[src/rtl/txpu_packetizer_if.sv]
// txpu_packetizer_if: request, payload-FIFO, transmit-FIFO and line-status signals of the packetizer
interface txpu_packetizer_if;
  logic       send_data;
  logic       send_nak;
  logic       data_fifo_empty;
  logic [7:0] data_fifo_rdata;
  logic       data_fifo_read;
  logic       tx_fifo_full;
  logic [7:0] tx_fifo_wdata;
  logic       tx_fifo_write;
  logic       eop_sent;
  logic       is_tx_active;
  modport master (
    input  send_data, send_nak, data_fifo_empty, data_fifo_rdata, tx_fifo_full, eop_sent,
    output data_fifo_read, tx_fifo_wdata, tx_fifo_write, is_tx_active
  );
  modport slave (
    output send_data, send_nak, data_fifo_empty, data_fifo_rdata, tx_fifo_full, eop_sent,
    input  data_fifo_read, tx_fifo_wdata, tx_fifo_write, is_tx_active
  );
endinterface

[src/rtl/txpu_packetizer.sv]
// txpu_packetizer: builds USB DATA0/DATA1 (PID, payload, CRC16) and NAK packets into a transmit byte FIFO
module txpu_packetizer #(
  parameter int PAYLOAD_BYTES = 8
) (
  input logic               clk,
  input logic               n_rst,
  txpu_packetizer_if.master bus
);
  typedef enum logic [2:0] {IDLE, LOAD_NAK, LOAD_PID, LOAD_DATA, LOAD_CRC_LO, LOAD_CRC_HI, WAIT_EOP} state_t;
  localparam logic [6:0] LAST = 7'(PAYLOAD_BYTES - 1);
  state_t      state;
  logic        toggle;
  logic        is_nak;
  logic [15:0] crc;
  logic [6:0]  count;
  logic        wr_ok;
  logic        rd;
  // Reflected USB CRC16: one byte folded in eight LSb-first bit steps
  function automatic logic [15:0] crc16_byte(input logic [15:0] c, input logic [7:0] d);
    logic [15:0] r;
    r = c ^ {8'h00, d};
    for (int i = 0; i < 8; i++) r = r[0] ? ((r >> 1) ^ 16'hA001) : (r >> 1);
    return r;
  endfunction
  assign wr_ok = !bus.tx_fifo_full;
  assign rd = (state == LOAD_DATA) && !bus.data_fifo_empty && wr_ok;
  assign bus.data_fifo_read = rd;
  assign bus.is_tx_active = (state != IDLE);
  assign bus.tx_fifo_write = rd || (wr_ok && (state == LOAD_NAK || state == LOAD_PID ||
                                              state == LOAD_CRC_LO || state == LOAD_CRC_HI));
  assign bus.tx_fifo_wdata = state == LOAD_NAK    ? 8'h5A :
                             state == LOAD_PID    ? (toggle ? 8'h4B : 8'hC3) :
                             state == LOAD_DATA   ? bus.data_fifo_rdata :
                             state == LOAD_CRC_LO ? ~crc[7:0] :
                             state == LOAD_CRC_HI ? ~crc[15:8] : 8'h00;
  always_ff @(posedge clk or negedge n_rst) begin
    if (!n_rst) begin
      state  <= IDLE;
      toggle <= 1'b0;
      is_nak <= 1'b0;
      crc    <= 16'hFFFF;
      count  <= 7'd0;
    end else begin
      case (state)
        IDLE: begin
          if (bus.send_nak) begin
            state  <= LOAD_NAK;
            is_nak <= 1'b1;
          end else if (bus.send_data) begin
            state  <= LOAD_PID;
            is_nak <= 1'b0;
          end
        end
        LOAD_NAK: if (wr_ok) state <= WAIT_EOP;
        LOAD_PID: begin
          if (wr_ok) begin
            state <= LOAD_DATA;
            crc   <= 16'hFFFF;
            count <= 7'd0;
          end
        end
        LOAD_DATA: begin
          if (rd) begin
            crc   <= crc16_byte(crc, bus.data_fifo_rdata);
            count <= count + 7'd1;
            if (count == LAST) state <= LOAD_CRC_LO;
          end
        end
        LOAD_CRC_LO: if (wr_ok) state <= LOAD_CRC_HI;
        LOAD_CRC_HI: if (wr_ok) state <= WAIT_EOP;
        WAIT_EOP: begin
          if (bus.eop_sent) begin
            state <= IDLE;
            if (!is_nak) toggle <= ~toggle;
          end
        end
        default: state <= IDLE;
      endcase
    end
  end
endmodule

[src/flat_wrapper.sv]
// flat-port wrapper written by rule: the top's interface ports become plain ports
module txpu_packetizer_flat 
#(
  parameter int PAYLOAD_BYTES = 8
)
  (clk, n_rst, bus_send_data, bus_send_nak, bus_data_fifo_empty, bus_data_fifo_rdata, bus_tx_fifo_full, bus_eop_sent, bus_data_fifo_read, bus_tx_fifo_wdata, bus_tx_fifo_write, bus_is_tx_active);
  txpu_packetizer_if bus_i ();
  input logic clk;
  input logic n_rst;
  input wire logic [$bits(bus_i.send_data)-1:0] bus_send_data;
  input wire logic [$bits(bus_i.send_nak)-1:0] bus_send_nak;
  input wire logic [$bits(bus_i.data_fifo_empty)-1:0] bus_data_fifo_empty;
  input wire logic [$bits(bus_i.data_fifo_rdata)-1:0] bus_data_fifo_rdata;
  input wire logic [$bits(bus_i.tx_fifo_full)-1:0] bus_tx_fifo_full;
  input wire logic [$bits(bus_i.eop_sent)-1:0] bus_eop_sent;
  output wire logic [$bits(bus_i.data_fifo_read)-1:0] bus_data_fifo_read;
  output wire logic [$bits(bus_i.tx_fifo_wdata)-1:0] bus_tx_fifo_wdata;
  output wire logic [$bits(bus_i.tx_fifo_write)-1:0] bus_tx_fifo_write;
  output wire logic [$bits(bus_i.is_tx_active)-1:0] bus_is_tx_active;
  assign bus_i.send_data = bus_send_data;
  assign bus_i.send_nak = bus_send_nak;
  assign bus_i.data_fifo_empty = bus_data_fifo_empty;
  assign bus_i.data_fifo_rdata = bus_data_fifo_rdata;
  assign bus_i.tx_fifo_full = bus_tx_fifo_full;
  assign bus_i.eop_sent = bus_eop_sent;
  assign bus_data_fifo_read = bus_i.data_fifo_read;
  assign bus_tx_fifo_wdata = bus_i.tx_fifo_wdata;
  assign bus_tx_fifo_write = bus_i.tx_fifo_write;
  assign bus_is_tx_active = bus_i.is_tx_active;
  txpu_packetizer #(.PAYLOAD_BYTES(PAYLOAD_BYTES)) u_core (.clk(clk), .n_rst(n_rst), .bus(bus_i));
endmodule
[config.mk]
export PLATFORM = sky130hd
export DESIGN_NAME = txpu_packetizer_flat
export DESIGN_NICKNAME = d
export VERILOG_FILES = /design/src/rtl/txpu_packetizer_if.sv /design/src/rtl/txpu_packetizer.sv /design/src/flat_wrapper.sv
export SDC_FILE = /design/constraint.sdc
export NUM_CORES = 1
export LEC_CHECK = 0
export CORE_MARGIN = 10
export CORE_UTILIZATION = 43
export CTS_CLUSTER_DIAMETER = 40
export DETAILED_ROUTE_END_ITERATION = 8
export DONT_BUFFER_PORTS = 1
export PLACE_DENSITY = 0.65
export RECOVER_POWER = 100
export SKIP_CTS_REPAIR_TIMING = 1
export SLEW_MARGIN = 5
export SYNTH_ARGS = -nofsm -noshare
export SYNTH_HDL_FRONTEND = slang
export SYNTH_SLANG_ARGS = --single-unit
[constraint.sdc]
create_clock -name clk -period 2.5 [get_ports clk]
set_input_delay 0.5 -clock clk [delete_from_list [all_inputs] [get_ports clk]]
set_output_delay 0.5 -clock clk [all_outputs]
set_load 0.01 [all_outputs]
==> results_dict.tcl <==
set metrics [dict create \
    grt_util_all_layers_pct 12.9 \
    status "completed" \
    grt_overflow_total 0 \
    worstSetupPathType "reg2out" \
    cp_cell_sequence "inv_1, nor2_1, nand2_1, o221ai_1, o21a_1" \
    maxCapViolCount 0 \
    viasPerCell 5.66 \
    period_minus_slack_ns 2.24 \
    synth_cells 185 \
    hold_path.class "in2async" \
    wl_met3_um 334 \
    synth_area_um2 1670 \
    routed_wl_mm 4.14 \
    worstMarginPinSlew_ns 0.813 \
    area_growth_pct 5.98 \
    wl_met2_mm 1.96 \
    die_h_um 82.4 \
    slowest_stage "dfrtp_1" \
    p_sw_mw 1.11 \
    grt_pass1_wl_mm 6.81 \
    crit_arrival_ns 1.74 \
    synth-edff-count 0 \
    cts_sinks 28 \
    cp_slowest_stage_delay_ns 0.49 \
    fmax_mhz 446 \
    final_nets 203 \
    clkPwrFrac_pct 10.2 \
    grt_pass1_vias 1381 \
    drive_gt1_share_pct 14.5 \
    max-vdd-ir-drop_mv 0.562 \
    cts_buffers 3 \
    drt_iter0_markers 137 \
    final_util_pct 47.7 \
    wl_met1_mm 1.80 \
    powerDensity_nw_per_um2 1420 \
    ys.flop_type "dfstp_2" \
    htreeDepth 1 \
    first_pass_iters 4 \
    required_ns 2.00 \
    async_flop_share_pct 100 \
    cp-start-kind "flop" \
    setup-violations-final 0 \
    dieArea_um2 6780 \
    initial_core_util_pct 45.0 \
    p_leak_nw 0.707 \
    power_frac_seq_pct 36.1 \
    wl_per_cell_um 17.7 \
    cts_buffer_depth 2 \
    vias 1325 \
    antenna_left 0 \
    pwr-share-comb_pct 53.7 \
    cts_root_buf "clkbuf_8" \
    finalMaxSlewViolations 0 \
    core_um2 3720 \
    synth-seq-area-share_pct 43.1 \
    place_hpwl_mm 3.12 \
    end_kind "output port" \
    crit_fanout 8 \
    fin_tns_setup_ns 0 \
    fin_crit_sh_pct 89.7 \
    switching_share_pct 43.8 \
    syn-num-nets 201 \
    pin_count 26 \
    cts_tree "done" \
    antenna_found_initial 0 \
    ys_types 39 \
    ys_ff_latch 28 \
    drc 0 \
    antennaDiodeCount 0 \
    num_rows 22 \
    clkSlewWorstSetupHoldPaths_ns 0.10 \
    gpl.final_weighted_congestion 0.836 \
    die_w_um 82.4 \
    clk_latency_ns 0.28 \
    routed.top_layer "met4" \
    rsz0062_at_grt "false" \
    hold_viol_final 0 \
    avgSynthCellArea_um2 9.04 \
    fin_skew_ns 0.00417 \
    port_buffers 0 \
    p_int_mw 1.42 \
    timing.slew.headroom_pct 45.3 \
    yosys_warnings 0 \
    grt_max_degree 29 \
]
[final timing paths]
check / depth (start not counted) / slack [ns] / endpoint / startpoint
min: 0 / 0.05 / u_core.crc[10] / n_rst
min in group clk: 1 / 0.37 / u_core.is_nak / bus_send_nak
min reg2reg: 1 / 0.50 / u_core.count[0] / u_core.count[0]
max in group asynchronous: 1 / 1.46 / u_core.count[3] / n_rst
max reg2reg: 5 / 0.33 / u_core.state[1] / u_core.state[1]
max: 5 / 0.26 / bus_tx_fifo_wdata[7] / u_core.state[0]
[flip-flops by register name, summed over array words and instances (netlist names)]
register	cells
u_core.is_nak	1
u_core.crc	16
u_core.toggle	1
u_core.count	7
u_core.state	3
[placed cells by master, fill, tap and decap left out, types with 2 or more instances in the layout]
cell type,netlist,final
nand4_1,4,4
nor3_1,2,3
nor2_1,28,28
nand2_1,14,14
xor2_1,12,12
o21a_1,2,2
o22ai_1,3,3
a21oi_1,24,24
xnor2_1,12,12
inv_1,6,6
clkbuf_1,5,3
o22a_1,5,5
clkbuf_8,0,3
and3_1,3,3
a211oi_1,2,2
nor4_1,2,2
dfstp_2,16,16
o21ai_0,9,9
dfrtp_1,12,12
clkbuf_2,0,3
[synth_stat cells, types with 2 or more instances]
cell      instances  share of area [%]
buf_2             4                1.2
a21oi_1          24                7.2
and3_1            3                1.1
inv_1             6                1.3
nor4_1            2               0.75
nor2_1           28                6.3
xor2_1           12                6.3
o21ai_0           9                2.7
nand4_1           4                1.5
clkbuf_1          5                1.1
xnor2_1          12                6.3
o21a_1            2               0.90
nor3_1            2               0.60
a211oi_1          2               0.90
o22ai_1           3                1.1
dfstp_2          16                 25
o22a_1            5                2.6
nand2_1          14                3.1
dfrtp_1          12                 18
[through the flow]
stage	total power [mW]	setup WS (ns)	hold WS (ns)	cells	area, um2
floorplan	2.00	0.593	0.204	185	1670
global placement	2.26	0.523	0.205	229	1740
detailed placement	2.30	0.396	0.206	229	1740
CTS	2.56	0.127	-0.101	233	1780
global route	2.74	0.0354	0.0345	234	1770
finish	2.52	0.258	0.0546	234	1770
[routing by layer]
| layer | track usage [%] | vias to the layer above |
|---|---|---|
| met2 | 20.1 | 26 |
| met4 | 4.08 | 0 |
| met5 | 0 | - |
| met3 | 4.75 | 4 |
| met1 | 16.1 | 649 |
| li1 | - | 646 |
[kinds of logic (layout without fill, tap and decap cells)]
group,count (synthesis),in the layout,synth area share (%)
simple gates,61,61,16.8
buf+inv,16,17,3.89
flops,28,28,43.1
compound gates,52,52,19.1
fa+ha+maj,1,1,0.748
xor+xnor,27,27,16.3
[final cells by class]
cell class | instances | area (um2)
Fill cell | 361 | 1940
Multi-Input combinational cell | 141 | 885
Sequential cell | 28 | 721
Tap cell | 48 | 60.1
Clock buffer | 4 | 45.0
Timing Repair Buffer | 7 | 40.0
Inverter | 6 | 22.5
[critical path: cells and delay by family, from the launching register on]
family | cells | cell delay [ns]
compound gates | 2 | 0.42
buf+inv | 1 | 0.17
flops | 1 | 0.49
simple gates | 2 | 0.38
[power groups by stage]
stage | sequential, mW | combinational, mW | clock [mW]
after floorplan | 0.818 | 1.18 | 0
after global placement | 0.907 | 1.35 | 0
after detailed placement | 0.917 | 1.38 | 0
after CTS | 0.909 | 1.39 | 0.263
after global routing | 0.947 | 1.51 | 0.283
final | 0.912 | 1.36 | 0.257
(Power assumes the default switching activity.)
